`config.mk`:
```
export PLATFORM = sky130hd
export DESIGN_NAME = i2s_tx_sequencer
export DESIGN_NICKNAME = d
export VERILOG_FILES = /design/src/rtl/i2s_tx_sequencer.sv
export SDC_FILE = /design/constraint.sdc
export NUM_CORES = 1
export LEC_CHECK = 0
export BUFFER_PORTS_ARGS = -buffer_cell sky130_fd_sc_hd__buf_4
export CORE_MARGIN = 3
export CORE_UTILIZATION = 57
export DETAILED_ROUTE_END_ITERATION = 12
export PLACE_DENSITY_LB_ADDON = 0.15
export SLEW_MARGIN = 40
export SYNTH_ARGS = -nofsm -noshare
export SYNTH_HDL_FRONTEND = slang
export SYNTH_SLANG_ARGS = --single-unit
```
`constraint.sdc`:
```
create_clock -name clk -period 2.5 [get_ports clk]
set_input_delay 0.125 -clock clk [delete_from_list [all_inputs] [get_ports clk]]
set_output_delay 0.125 -clock clk [all_outputs]
set_load 0.005 [all_outputs]
```
`src/rtl/i2s_tx_sequencer.sv`:
```
// I2S transmitter: one frame counter generates MCLK/SCLK/LRCK and times sample loads,
// with a one-entry holding register in front of the active L/R shift source.
module i2s_tx_sequencer #(
  parameter int MCLK_HALF  = 4,
  parameter int SCLK_RATIO = 4,
  parameter int LRCK_RATIO = 256,
  parameter int SAMPLE_W   = 24
) (
  input  logic                clk,
  input  logic                rst,
  input  logic                en,
  input  logic                s_valid,
  output logic                s_ready,
  input  logic [SAMPLE_W-1:0] s_left,
  input  logic [SAMPLE_W-1:0] s_right,
  output logic                mclk,
  output logic                sclk,
  output logic                lrck,
  output logic                sdata,
  output logic                underrun
);

  localparam int FW       = $clog2(2 * MCLK_HALF * LRCK_RATIO);
  localparam int MCLK_BIT = $clog2(MCLK_HALF);
  localparam int SCLK_BIT = $clog2(2 * MCLK_HALF * SCLK_RATIO) - 1;
  localparam int SLOT_LO  = SCLK_BIT + 1;
  localparam int SLOT_W   = FW - 1 - SLOT_LO;
  localparam logic [FW-1:0] FRAME_LAST = '1;

  logic [FW-1:0]       fcnt_q, fcnt_d;
  logic                hold_full_q, hold_full_d;
  logic [SAMPLE_W-1:0] hold_l_q, hold_l_d, hold_r_q, hold_r_d;
  logic [SAMPLE_W-1:0] act_l_q, act_l_d, act_r_q, act_r_d;
  logic                mclk_q, mclk_d, sclk_q, sclk_d, lrck_q, lrck_d;
  logic                sdata_q, sdata_d, underrun_q, underrun_d;

  logic                load, xfer, sdata_bit;
  logic [SLOT_W-1:0]   slot_b;
  logic [SAMPLE_W-1:0] chan;

  assign load    = en && (fcnt_q == FRAME_LAST);
  assign s_ready = !hold_full_q || load;
  assign xfer    = s_valid && s_ready;

  // Slot 0 is the one-SCLK I2S delay; slots past SAMPLE_W are zero padding.
  always_comb begin
    slot_b    = fcnt_q[FW-2:SLOT_LO];
    chan      = fcnt_q[FW-1] ? act_r_q : act_l_q;
    sdata_bit = 1'b0;
    for (int i = 1; i <= SAMPLE_W; i++) begin
      if (int'(slot_b) == i) sdata_bit = chan[SAMPLE_W-i];
    end
  end

  always_comb begin
    fcnt_d      = fcnt_q;
    hold_full_d = hold_full_q;
    hold_l_d    = hold_l_q;
    hold_r_d    = hold_r_q;
    act_l_d     = act_l_q;
    act_r_d     = act_r_q;

    if (!en) begin
      fcnt_d  = '0;
      act_l_d = '0;
      act_r_d = '0;
    end else begin
      fcnt_d = fcnt_q + 1'b1;
    end

    if (load) begin
      if (hold_full_q) begin
        act_l_d     = hold_l_q;
        act_r_d     = hold_r_q;
        hold_full_d = 1'b0;
      end else begin
        act_l_d = '0;
        act_r_d = '0;
      end
    end

    // A same-cycle transfer refills the slot the load just emptied.
    if (xfer) begin
      hold_l_d    = s_left;
      hold_r_d    = s_right;
      hold_full_d = 1'b1;
    end

    mclk_d     = en && fcnt_q[MCLK_BIT];
    sclk_d     = en && fcnt_q[SCLK_BIT];
    lrck_d     = en && fcnt_q[FW-1];
    sdata_d    = en && sdata_bit;
    underrun_d = load && !hold_full_q;
  end

  always_ff @(posedge clk) begin
    if (rst) begin
      fcnt_q      <= '0;
      hold_full_q <= 1'b0;
      hold_l_q    <= '0;
      hold_r_q    <= '0;
      act_l_q     <= '0;
      act_r_q     <= '0;
      mclk_q      <= 1'b0;
      sclk_q      <= 1'b0;
      lrck_q      <= 1'b0;
      sdata_q     <= 1'b0;
      underrun_q  <= 1'b0;
    end else begin
      fcnt_q      <= fcnt_d;
      hold_full_q <= hold_full_d;
      hold_l_q    <= hold_l_d;
      hold_r_q    <= hold_r_d;
      act_l_q     <= act_l_d;
      act_r_q     <= act_r_d;
      mclk_q      <= mclk_d;
      sclk_q      <= sclk_d;
      lrck_q      <= lrck_d;
      sdata_q     <= sdata_d;
      underrun_q  <= underrun_d;
    end
  end

  assign mclk     = mclk_q;
  assign sclk     = sclk_q;
  assign lrck     = lrck_q;
  assign sdata    = sdata_q;
  assign underrun = underrun_q;

endmodule

```
==> run_results.csv <==
group,metric,value,unit
worst_setup_path,cpPeakStageDelay,370,ps
worst_setup_path,criticalPathCategory,"register to output pin",
drt,antenna_left,0,
logic_synthesis,synth.area.top_cells,"dfxtp_1 (50%), nand2_1 (9.0%), a22oi_1 (8.0%)",
drt,drt-initial-drc-count,285,
logic_synthesis,synth_seq_cells,113,
clock_network,root_buffer,"clkbuf_8",
sta,clock-skew-final,7.410,ps
clock_network,numClockSinks,113,
grt,grt_pass1_vias,4203,
worst_setup_path,rrSetupSlack,280,ps
logic_synthesis,synth_warnings,0,
worst_setup_path,worstPathCellList,"ha_1 -> nand4_2 -> nor4_4 -> nand2_1 -> nand2_1 -> buf_4",
logic_synthesis,yosys.area.top_type,"dfxtp_1",
logic_synthesis,syn_inst,525,
logic_synthesis,synthDistinctLibCells,44,
worst_setup_path,crit_slowest_cell,"dfxtp_1",
logic_synthesis,synth_edf_count,0,
grt,grt_antenna_before_repair,0,
power,clockPowerShare,0.548,
grt,grt_util_all_layers,0.2763,
clock_network,insertion_delay,520,ps
power,comb_power_share,0.058,
sta,tns,0,ps
min_path,hold_class,"input port to register",
floorplanning,die_w,94.72,um
drt,drt-pass1-iter-count,5,
worst_setup_path,critPathLaunchType,"register",
layout,area_growth,36.50,%
clock_network,ctsResizeCount,0,
sta,fin_crit_sh,0.9047,
drt,num_vias,4123,
power,finalPower,4.764,mW
worst_setup_path,critPathTopFamily,"simple AND/OR/NAND/NOR gates",
drt,drc_errors,0,
placed_design,pre_cts_slack,270.5,ps
power,power_leakage,2.366,nW
layout,drive_above_1_share,0.1792,
clock_network,cts_made_buffers,17,
logic_synthesis,syn_area_per_cell,8.546,um^2
clock_network,path_clk_slew,60,ps
sta,setup_ws,238.3,ps
power,power.density,777.8,mW/mm^2
sta,fin_crit,2262,ps
worst_setup_path,cp_data_required_time,2380,ps
logic_synthesis,syn_nets,578,
layout,n_antenna_cell,0,
floorplanning,initial_core_util,0.6025,
layout,fin_cells,735,
sta,rsz0062_at_grt,"false",
floorplanning,io_pins,58,
sta,hold_violations,0,
grt,grt_pass1_wl,19230,um
clock_network,clockBufferDepth,2,
worst_setup_path,crit_arrival,2140,ps
sta,finalSetupViolations,0,
drt,post_drt_wl_per_cell,15.77,um
worst_setup_path,end_kind,"output pin",
floorplanning,die_area,0.008972,mm^2
placed_design,dp_hpwl,6620,um
grt,grt_start_max_net_pins,62,
power,power_switching,1.001,mW
floorplanning,fp.coreArea,0.007447,mm^2
placed_design,portBuffers,57,
drt,via_per_inst,5.610,
flow_run,maxCapViolations,0,
sta,fmax,442.1,MHz
worst_setup_path,critical_path.max_fanout,5,
clock_network,htreeDepth,4,
logic_synthesis,async_flop_share,0,
power,vdd_drop_max,0.6213,mV
worst_setup_path,cpMostUsedCell,"nand2_1",
run_status,status,"complete, no violations",
floorplanning,die_y,94.72,um
grt,top_usage_layer,"met2",
sta,relSlewSlack,0.5950,
drt,drt-total-wl,11590,um
layout,layout.nets,676,
clock_network,cts_tree,"yes",
logic_synthesis,synth_top_area_share,0.5042,
placed_design,place_inst,653,
logic_synthesis,synth_area,0.004487,mm^2
sta,slew_violations,0,
grt,grtUsageMet3,0.06135,
grt,use_met2,0.4803,
placed_design,gp_congestion,0.9100,
floorplanning,num_rows,31,
logic_synthesis,seq_area_frac_synth,0.5042,
logic_synthesis,synth_top_flop_cell,"dfxtp_1",
power,pwr-share-seq,0.394,
worst_setup_path,critPathBufInv,1,
grt,grt_overflow,0,
sta,worstMarginPinSlew,607.5,ps
power,p_int,3.762,mW
power,swShare,0.2102,
grt,gr-usage-met1,0.3125,
clock_network,post-cts-setup-buffers,0,
stage by stage:
stage / hold slack [ps] / cell area, um^2 / utilization
2_1_floorplan: 261.0 / 4487 / -
4_1_cts: 28.09 / 6125 / 0.8224
5_1_grt: 130.7 / 6125 / 0.8224
3_5_place_dp: 380.9 / 4974 / 0.6678
6_report: 46.72 / 6125 / 0.8224
3_3_place_gp: 371.9 / 4974 / 0.6678
placed cells by master (no fill, tap or decap), types with 2 or more instances in the layout:
cell / n
nand2b_1: 2
nor3_1: 6
a31oi_1: 4
a22oi_1: 48
or3_1: 2
dlygate4sd3_1: 50
o311a_1: 2
xnor2_1: 6
and2_1: 4
clkbuf_8: 3
clkinv_2: 2
clkinv_4: 3
buf_12: 2
clkinvlp_4: 3
nor2b_1: 3
nand3_1: 7
dfxtp_1: 113
buf_4: 69
and3_1: 3
nand2_1: 107
inv_1: 5
xor2_1: 2
a21oi_1: 51
o211ai_1: 3
o41ai_1: 2
clkbuf_16: 16
o21ai_0: 7
mux2_2: 7
bufinv_16: 5
mux2i_1: 16
nor2_1: 65
synth_stat cells, drive strengths merged (2+ instances only):
library cell  count
or3               2
nor2             65
xor2              2
nor4              2
xnor2             6
a22oi            48
o21ai             7
o211ai            3
mux2              7
and3              3
clkbuf           23
dfxtp           113
a21oi            52
buf              19
nand2           107
and2              4
nand4             2
a31oi             4
o41ai             2
nand3             7
o311a             2
nor3              6
mux2i            16
nor2b             4
inv               5
nand2b            2
path summary, 6_finish.rpt:
check / startpoint / to / cells after the start
worst max-delay path: fcnt_q[0] / s_ready / 6
worst max register to register: fcnt_q[0] / hold_l_q[3] / 9
worst min-delay path: en / hold_full_q / 4
worst min register to register: hold_r_q[18] / hold_r_q[18] / 2
routing by layer:
metal	up-vias	routed length (um)	part of all wire
met3	34	577	0.050
met5	-	0	0
met4	0	331	0.029
met1	1947	4701	0.41
met2	144	5978	0.52
li1	1998	-	-
cell families after synthesis:
kind of cell | synth area share
simple gates | 0.1949
compound gates | 0.1785
flops | 0.5042
buf+inv | 0.05075
mux | 0.05326
xor+xnor | 0.01562
fa+ha+maj | 0.002788
worst register-to-register path, stage by stage, from the launching register on:
cell	delay (ps)
dfxtp_1	370
ha_1	240
nand4_2	240
nor4_4	360
nand2_1	160
nand2_1	130
nand2_1	60
buf_4	260
nand2_1	180
a21oi_1	70
repair_timing:
item | in CTS | in global routing
setup endpoints to repair | 0 | 9
hold buffers | 50 | 0
endpoints found under the hold margin | 57 | 0
registers in the layout (all words and copies together), names as in the netlist, 11 cells and up:
| name | cells |
|---|---|
| fcnt_q | 11 |
| hold_l_q | 24 |
| hold_r_q | 24 |
| act_r_q | 24 |
| act_l_q | 24 |
power groups by stage:
stage	Combinational (mW)	Clock [mW]	Sequential [mW]
after floorplan	0.120	0	1.90
after global placement	0.200	0	1.91
after detailed placement	0.206	0	1.91
after CTS	0.270	2.62	1.88
after global routing	0.307	2.70	1.88
final	0.275	2.61	1.88
layout make-up:
cell class	instances	area, um^2
multi-input cells	364	2007
inverters	6	22.52
well taps	99	123.9
fillers	467	1323
clock buffers	19	441.7
flip-flops and latches	113	2262
repair buffers	121	1059
clock inverters	13	209.0
Power figures use the tool's default switching activity.
